**config.mk**
```make
export PLATFORM = sky130hd
export DESIGN_NAME = sat_counter
export DESIGN_NICKNAME = d
export VERILOG_FILES = /design/src/rtl/detection_checker_sat_counter.sv
export SDC_FILE = /design/constraint.sdc
export NUM_CORES = 1
export LEC_CHECK = 0
export BUFFER_PORTS_ARGS = -buffer_cell sky130_fd_sc_hd__buf_2
export CORE_AREA = 2 2 39 41
export CTS_CLUSTER_SIZE = 8
export DETAILED_ROUTE_END_ITERATION = 16
export DIE_AREA = 0 0 41 43
export PLACE_DENSITY = 0.39
export SLEW_MARGIN = 20
export SYNTH_ARGS = -nofsm -noshare
export SYNTH_HDL_FRONTEND = slang
export SYNTH_SLANG_ARGS = --single-unit
```
**constraint.sdc**
```tcl
create_clock -name CLK -period 2.6 [get_ports CLK]
set_input_delay 0.39 -clock CLK [delete_from_list [all_inputs] [get_ports CLK]]
set_output_delay 0.39 -clock CLK [all_outputs]
set_load 0.02 [all_outputs]
```
**src/rtl/detection_checker_sat_counter.sv**
```systemverilog
// sat_counter: W-bit up-counter that sticks at all-ones, sync active-high reset
module sat_counter #(
  parameter int W = 4
) (
  input  logic         CLK,
  input  logic         Reset,
  input  logic         inc,
  output logic [W-1:0] count
);
  always_ff @(posedge CLK)
    count <= Reset ? '0 : (inc && !(&count)) ? count + W'(1) : count;
endmodule

```
==> results of run 1 <==
power breakdown:
| group | switching, mW | internal [mW] |
|---|---|---|
| Sequential | 0.00387 | 0.0649 |
| Combinational | 0.0108 | 0.0101 |
| Clock | 0.0241 | 0.0515 |
synth_stat cells, drive strengths merged:
master / n / share of area, %
mux2: 1 / 7.2
o21ai: 1 / 2.4
mux2i: 1 / 4.8
and3: 1 / 5.4
nor2b: 2 / 9.6
nor2: 1 / 1.8
ha: 1 / 6.0
nand2b: 2 / 6.0
or2: 1 / 3.0
nor3: 1 / 2.4
nand4: 1 / 3.0
and4b: 1 / 5.4
dfxtp: 4 / 38
a21oi: 2 / 4.8
how the worst max path moves through the flow:
| stage | from | end | depth (start not counted) |
|---|---|---|---|
| 6_report | count[0] | count[0] | 4 |
| 5_1_grt | count[0] | count[0] | 4 |
| 4_1_cts | count[0] | count[0] | 4 |
| 3_5_place_dp | count[0] | count[0] | 4 |
| 3_3_place_gp | count[0] | count[0] | 4 |
| 2_1_floorplan | count[0] | count[0] | 4 |
cell usage in the layout, fill, tap and decap left out, types with 2 or more instances in the layout:
cell type	n
a21oi_1	2
buf_2	6
clkbuf_4	3
nand2b_1	2
dfxtp_1	4
area by class of cell:
cell class / count / share of cell area (%)
multi-input combinational: 16 / 45.8
tap: 16 / 7.11
sequential: 4 / 28.4
timing repair buffer: 6 / 10.7
clock buffer: 3 / 8.00
per-layer routing:
metal	vias to the layer above	GRT usage [%]
met2	9	7.50
met5	-	0
met1	77	8.33
li1	92	-
met4	0	4.00
met3	0	7.85
cell families (layout without fill, tap and decap cells):
logic type | after synthesis | count (layout) | synth area share [%]
flip-flops | 4 | 4 | 38.3
AND/OR/NAND/NOR | 10 | 10 | 36.5
buffers and inverters | 0 | 9 | 0
adder cells (fa/ha/maj) | 1 | 1 | 5.99
multiplexers | 2 | 2 | 12.0
AO/OA/AOI/OAI | 3 | 3 | 7.18
==> results.py, run 1 <==
metrics = {
    "run_status": {
        "status": "finished clean",
    },
    "route": {
        "drt_first_pass_iters": 2,
        "drt_wl_total_um": 426,
        "highest_layer": "met3",
        "wire_per_inst_um": 9.47,
        "vias_per_cell": 3.96,
        "num_vias": 178,
        "drt_iter0_drc": 3,
        "dr_wl_met3_um": 50,
        "wl_met2_um": 133,
        "drcViolationCount": 0,
        "m1WireLength_um": 242,
        "antenna_left": 0,
    },
    "sta": {
        "worstMarginPinSlew_ns": 0.159,
        "finalMaxSlewViolations": 0,
        "fin_crit_sh_pct": 51.2,
        "finalCriticalPeriod_ns": 1.33,
        "worst_hold_slack_ns": 0.401,
        "finalHoldViolCount": 0,
        "rsz0062_at_grt": "false",
        "final.setup.tns_ns": 0,
        "setup_slack_ns": 1.27,
        "setup_viol": 0,
        "max_freq_mhz": 751,
        "maxSlewHeadroom_pct": 89.3,
        "skew_ns": 0.00140,
    },
    "cts": {
        "clkLatencyLatePin_ns": 0.23,
        "cts_buffers": 3,
        "htree_levels": 1,
        "cts-root-buf": "clkbuf_4",
        "cts_tree": "yes",
        "cts_setup_buffers": 0,
        "cts-resized-gates": 0,
        "hold_buffers": 0,
        "cts_buffer_depth": 2,
        "cts_sinks": 4,
        "clkTransAtPathRegs_ns": 0.04,
    },
    "synth": {
        "synthCells": 20,
        "seq_area_frac_synth_pct": 38.3,
        "synthesis.nets": 24,
        "syn_area_per_cell_sq_um": 10.4,
        "synth_cell_types": 15,
        "synth-seq-cells": 4,
        "synth_warnings": 0,
        "syn_area_sq_um": 209,
    },
    "placed_design": {
        "gp_congestion": 0.615,
        "dp.cells": 42,
        "post-place-ws_ns": 1.28,
        "place_area_sq_um": 259,
        "portBuffers": 6,
    },
    "finish": {
        "register_area_sq_um": 80.1,
        "reg.largest.list": "count (4)",
        "largest_reg_flops": 4,
        "nFillCells": 147,
        "final_nets": 35,
        "layout-drive-gt1-share_pct": 44.8,
        "diodes": 0,
        "regMostFlops": "count",
        "stdcell_count": 45,
        "design_area_sq_um": 282,
        "multiInputGateArea_sq_um": 129,
        "final_util_pct": 20.3,
        "syn2layout_area_growth_pct": 34.7,
    },
    "worst_setup_path": {
        "cp_num_buf_inv": 0,
        "cpMaxStageDelayCell": "dfxtp_1",
        "crit_type": "register to register",
        "required_ns": 2.72,
        "cp.arrival_ns": 1.45,
        "startpoint_type": "register",
        "critPathMaxFanout": 5,
        "crit_chain": "ha_1 > and3_4 > nor2b_4 > mux2_4",
        "r2r-end": "count[0]",
        "max_stage_delay_ns": 0.34,
        "reg2reg_depth": 4,
        "critPathTopFamily": "flip-flops",
        "regToRegSetupSlack_ns": 1.27,
        "cp-end-kind": "register",
        "r2r_start": "count[0]",
    },
    "power": {
        "leakagePower_nw": 0.129,
        "irDropWorstVdd_uv": 335,
        "power.total_uw": 165,
        "powerDensity_nw_per_um2": 587,
    },
    "grt": {
        "grt_overflow": 0,
        "antenna_found_initial": 0,
        "track_usage_pct": 7.12,
        "grt_start_max_net_pins": 7,
        "grt_pass1_vias": 180,
        "grt_pass1_wl_um": 752,
    },
    "worst_hold_path": {
        "hold_start": "Reset",
        "hp-class": "input port to register",
        "hold_depth": 2,
        "holdPathEnd": "count[3]",
    },
    "die": {
        "die_x_um": 41,
        "start_util_pct": 15.1,
        "design.core.area_sq_um": 1380,
        "num_rows": 14,
        "boundaryPins": 7,
        "die_y_um": 43,
        "fp.dieArea_sq_um": 1760,
    },
    "flow_run": {
        "drv_cap": 0,
    },
}
No activity file was read; power rests on OpenSTA's default activity.
==> run 2: changes to the inputs <==
Settings changed: ABC_AREA set to 1.
Clock period 2.6 ns to 1.2 ns, I/O delays scaled along.
==> results.py, run 2 <==
metrics = {
    "run_status": {
        "status": "finished clean",
    },
    "die": {
        "num_rows": 14,
        "fp.dieArea_sq_um": 1760,
        "die_x_um": 41,
        "design.core.area_sq_um": 1380,
        "start_util_pct": 14.6,
        "boundaryPins": 7,
        "die_y_um": 43,
    },
    "sta": {
        "finalHoldViolCount": 0,
        "maxSlewHeadroom_pct": 88.2,
        "setup_viol": 0,
        "finalMaxSlewViolations": 0,
        "worstMarginPinSlew_ns": 0.175,
        "skew_ns": 0.000692,
        "fin_crit_sh_pct": 87.8,
        "final.setup.tns_ns": 0,
        "finalCriticalPeriod_ns": 1.05,
        "max_freq_mhz": 949,
        "rsz0062_at_grt": "false",
    },
    "finish": {
        "regMostFlops": "count",
        "diodes": 0,
        "stdcell_count": 57,
        "nFillCells": 161,
        "design_area_sq_um": 289,
        "syn2layout_area_growth_pct": 42.6,
        "final_common_cell": "nor2_1",
        "layout-drive-gt1-share_pct": 36.6,
        "final_nets": 47,
        "reg.largest.list": "count (4)",
        "layout_common_cells": "nor2_1 (10), buf_2 (6), nand2_1 (5)",
        "largest_reg_flops": 4,
    },
    "synth": {
        "synthCells": 31,
        "netlist_top_cells_area": "dfxtp_1 (40%), nor2_1 (19%), nand2_1 (9.3%), ha_1 (6.2%), nand2_2 (6.2%)",
        "synth_top_area_share_pct": 39.5,
        "syn_area_per_cell_sq_um": 6.54,
        "synthesis.nets": 35,
        "synth_commonest_cells": "nor2_1 (10), nand2_1 (5), dfxtp_1 (4)",
        "synth_warnings": 0,
        "seq_area_frac_synth_pct": 39.5,
        "synthFlopType": "dfxtp_1",
        "synth_cell_types": 10,
        "synth-seq-cells": 4,
        "yosysTopAreaCell": "dfxtp_1",
        "async_flop_share_pct": 0,
        "synth_most_common_cell": "nor2_1",
        "syn_area_sq_um": 203,
        "synth_edf_count": 0,
    },
    "worst_setup_path": {
        "cp.arrival_ns": 1.18,
        "reg2reg_depth": 6,
        "r2r-end": "count[1]",
        "critPathLaunch": "count[0]",
        "required_ns": 1.33,
        "regToRegSetupSlack_ns": 0.15,
        "startpoint_type": "register",
        "crit_type": "register to register",
        "critPathMaxFanout": 6,
        "cp-end-kind": "register",
        "worstSetupEndpoint": "count[1]",
        "r2r_start": "count[0]",
    },
    "route": {
        "vias_per_cell": 3.74,
        "drt_iter0_drc": 0,
        "drt_first_pass_iters": 1,
        "wire_per_inst_um": 8.18,
        "num_vias": 213,
        "drt_wl_total_um": 466,
        "drcViolationCount": 0,
        "antenna_left": 0,
    },
    "power": {
        "powerDensity_nw_per_um2": 1250,
        "irDropWorstVdd_uv": 366,
        "leakagePower_nw": 0.143,
        "power.total_uw": 362,
    },
    "flow_run": {
        "drv_cap": 0,
    },
    "cts": {
        "cts_sinks": 4,
        "htree_levels": 1,
        "clkTransAtPathRegs_ns": 0.04,
        "cts_buffer_depth": 2,
        "cts_setup_buffers": 0,
        "clkLatencyLatePin_ns": 0.24,
        "cts-root-buf": "clkbuf_4",
        "cts_buffers": 3,
        "cts_tree": "yes",
    },
    "placed_design": {
        "gp_congestion": 0.698,
        "dp.cells": 54,
        "place_area_sq_um": 262,
        "portBuffers": 6,
    },
    "worst_hold_path": {
        "hp-class": "input port to register",
        "hold_depth": 4,
    },
    "grt": {
        "grt_pass1_vias": 188,
        "grt_pass1_wl_um": 752,
        "track_usage_pct": 7.52,
        "grt_overflow": 0,
        "antenna_found_initial": 0,
        "grt_start_max_net_pins": 7,
    },
}
==> run 2: cell count changes in the layout (fill, tap and decap cells not counted), sizes merged, moves of 2 or more <==
cell    before  now
a21oi        2    0
nand3        0    2
nand2b       2    0
nor2b        2    0
nor2         1   10
nand2        0    7
inv          0    4
==> run 2: repair_timing <==
| action | 4_1_cts | 5_1_grt |
|---|---|---|
| resized for setup | 0 | 2 |
| endpoints found under the setup margin | 0 | 1 |
| hold buffers | 0 | 0 |
==> run 2: kinds of logic (layout without fill, tap and decap cells) <==
kind of cell | Yosys count | in the layout | synth area share, %
flip-flops | 4 | 4 | 39.5
AND/OR/NAND/NOR | 20 | 20 | 42.0
AO/OA/AOI/OAI | 2 | 2 | 4.94
adder cells (fa/ha/maj) | 1 | 1 | 6.17
buffers and inverters | 4 | 14 | 7.41
==> run 2: worst min-delay path by stage <==
stage               start       end  slack (ns)
detailed placement  Reset  count[0]        0.46
CTS                 Reset  count[0]        0.20
floorplan           Reset  count[0]        0.35
global placement    Reset  count[0]        0.47
global route        Reset  count[0]        0.24
finish              Reset  count[0]        0.21
==> run 2: area by class of cell <==
type / instances / area (sq um) / area share [%]
Multi-Input combinational cell: 23 / 110 / 38.1
Sequential cell: 4 / 83.8 / 29.0
Timing Repair Buffer: 7 / 37.5 / 13.0
Clock buffer: 3 / 22.5 / 7.79
Tap cell: 16 / 20.0 / 6.93
Inverter: 4 / 15.0 / 5.19
==> run 2: critical path, cell delays in order, from the launching register on <==
cell     delay [ns]
dfxtp_4        0.37
ha_2           0.19
nand3_1        0.10
nand2_2        0.11
inv_2          0.06
nor2_1         0.08
nor2_1         0.05
==> run 2: where the power goes <==
group	leakage, nW	switching (mW)	total, mW	internal [mW]
registers	0.0333	0.00745	0.148	0.140
logic	0.0963	0.0276	0.0468	0.0192
clock network	0.0138	0.0555	0.167	0.112
==> run 2: metal layers <==
metal | track usage (%) | vias to the layer above | part of all wire (%)
met4 | 10.0 | 0 | 7.3
li1 | - | 116 | -
met3 | 6.28 | 4 | 7.1
met5 | 0 | - | 0
met1 | 9.27 | 84 | 44
met2 | 5.94 | 9 | 41
==> run 2: per-stage QoR <==
stage / hold slack, ns / worst slack [ns] / utilization, %
finish: 0.213 / 0.146 / 20.9
global route: 0.242 / 0.0171 / 20.9
CTS: 0.205 / 0.111 / 20.5
detailed placement: 0.458 / 0.109 / 18.9
global placement: 0.466 / 0.126 / 18.9
floorplan: 0.345 / 0.0275 / -
==> run 3: changes to the inputs <==
Settings changed: BUFFER_PORTS_ARGS -buffer_cell sky130_fd_sc_hd__buf_2 to -buffer_cell sky130_fd_sc_hd__buf_4, SLEW_MARGIN 20 to unset.
==> results.py, run 3 (synthesized netlist as in run 2, its figures left out) <==
metrics = {
    "run_status": {
        "status": "finished clean",
    },
    "cts": {
        "cts-root-buf": "clkbuf_4",
        "cts_sinks": 4,
        "hold_buffers": 0,
        "cts_setup_buffers": 0,
        "cts_tree": "yes",
        "clkTransAtPathRegs_ns": 0.04,
        "cts_buffer_depth": 2,
        "cts-resized-gates": 0,
        "clkLatencyLatePin_ns": 0.23,
        "cts_buffers": 3,
        "htree_levels": 1,
    },
    "sta": {
        "worst_hold_slack_ns": 0.221,
        "worstMarginPinSlew_ns": 0.189,
        "finalHoldViolCount": 0,
        "fin_crit_sh_pct": 90.0,
        "rsz0062_at_grt": "false",
        "max_freq_mhz": 926,
        "setup_slack_ns": 0.120,
        "final.setup.tns_ns": 0,
        "finalMaxSlewViolations": 0,
        "maxSlewHeadroom_pct": 87.4,
        "skew_ns": 0.000160,
        "setup_viol": 0,
        "finalCriticalPeriod_ns": 1.08,
    },
    "finish": {
        "layout-drive-gt1-share_pct": 34.1,
        "nFillCells": 154,
        "diodes": 0,
        "final_util_pct": 21.6,
        "largest_reg_flops": 4,
        "final_nets": 47,
        "syn2layout_area_growth_pct": 47.5,
        "regMostFlops": "count",
        "layout_common_cells": "nor2_1 (10), buf_4 (7), nand2_1 (5)",
        "reg.largest.list": "count (4)",
        "final_common_cell": "nor2_1",
    },
    "placed_design": {
        "dp_hpwl_um": 362,
        "gp_congestion": 0.670,
        "portBuffers": 6,
        "post-place-ws_ns": 0.107,
    },
    "grt": {
        "track_usage_pct": 6.90,
        "grt_overflow": 0,
        "grt_pass1_wl_um": 731,
        "antenna_found_initial": 0,
        "grt_start_max_net_pins": 7,
        "grt.busiest_layer": "met1",
        "grtUsageMet1_pct": 7.62,
        "grt_pass1_vias": 188,
        "use_met3_pct": 6.28,
        "gr-usage-met2_pct": 7.50,
    },
    "worst_setup_path": {
        "critPathMaxFanout": 6,
        "r2r_start": "count[0]",
        "cp-end-kind": "register",
        "crit_type": "register to register",
        "startpoint_type": "register",
        "cp.arrival_ns": 1.20,
        "critPathLaunch": "count[0]",
        "required_ns": 1.32,
    },
    "die": {
        "die_x_um": 41,
        "boundaryPins": 7,
        "fp.dieArea_sq_um": 1760,
        "design.core.area_sq_um": 1380,
        "start_util_pct": 14.6,
        "die_y_um": 43,
        "num_rows": 14,
    },
    "power": {
        "powerDensity_nw_per_um2": 1220,
        "irDropWorstVdd_uv": 632,
        "leakagePower_nw": 0.148,
    },
    "route": {
        "drt_first_pass_iters": 2,
        "drt_wl_total_um": 459,
        "num_vias": 218,
        "antenna_left": 0,
        "vias_per_cell": 3.82,
        "wire_per_inst_um": 8.05,
        "drcViolationCount": 0,
        "drt_iter0_drc": 5,
    },
    "worst_hold_path": {
        "hold_start": "Reset",
        "hp-class": "input port to register",
    },
    "flow_run": {
        "drv_cap": 0,
    },
}
==> run 3: cell counts in the layout (fill, tap and decap cells not counted) <==
Identical to the previous run, type by type.
==> run 3: cell type report <==
cell class,instances,area (sq um),share of cell area [%]
Multi-Input combinational cell,23,108,36.0
Clock buffer,3,22.5,7.53
Tap cell,16,20.0,6.69
Timing Repair Buffer,7,52.6,17.6
Sequential cell,4,81.3,27.2
Inverter,4,15.0,5.02
==> run 3: metrics by stage <==
stage	instances	area, sq um	power, mW
final	57	299	0.365
after global routing	57	299	0.392
after CTS	57	299	0.374
after detailed placement	54	277	0.203
after global placement	54	277	0.204
after floorplan	31	204	0.178
==> run 3: path summary, 6_finish.rpt <==
kind | to | slack [ns] | depth (start not counted)
setup / recovery | count[1] | 0.12 | 5
hold / removal | count[0] | 0.22 | 4
setup reg to reg | count[1] | 0.12 | 5
hold reg to reg | count[0] | 0.53 | 2
==> run 3: layer usage <==
| layer | up-vias | wire, um |
|---|---|---|
| li1 | 117 | - |
| met1 | 94 | 204 |
| met2 | 7 | 213 |
| met3 | 0 | 41 |
| met4 | 0 | 0 |
| met5 | - | 0 |
==> run 3: worst max-delay path, stage by stage, from the launching register on <==
cell,delay (ns)
dfxtp_2,0.34
ha_1,0.22
nand3_1,0.10
nand2_2,0.08
o21ai_0,0.17
nor2_1,0.05
==> run 3: where the power goes <==
group,internal [mW],switching (mW)
Combinational,0.0240,0.0280
Clock,0.112,0.0524
Sequential,0.141,0.00799
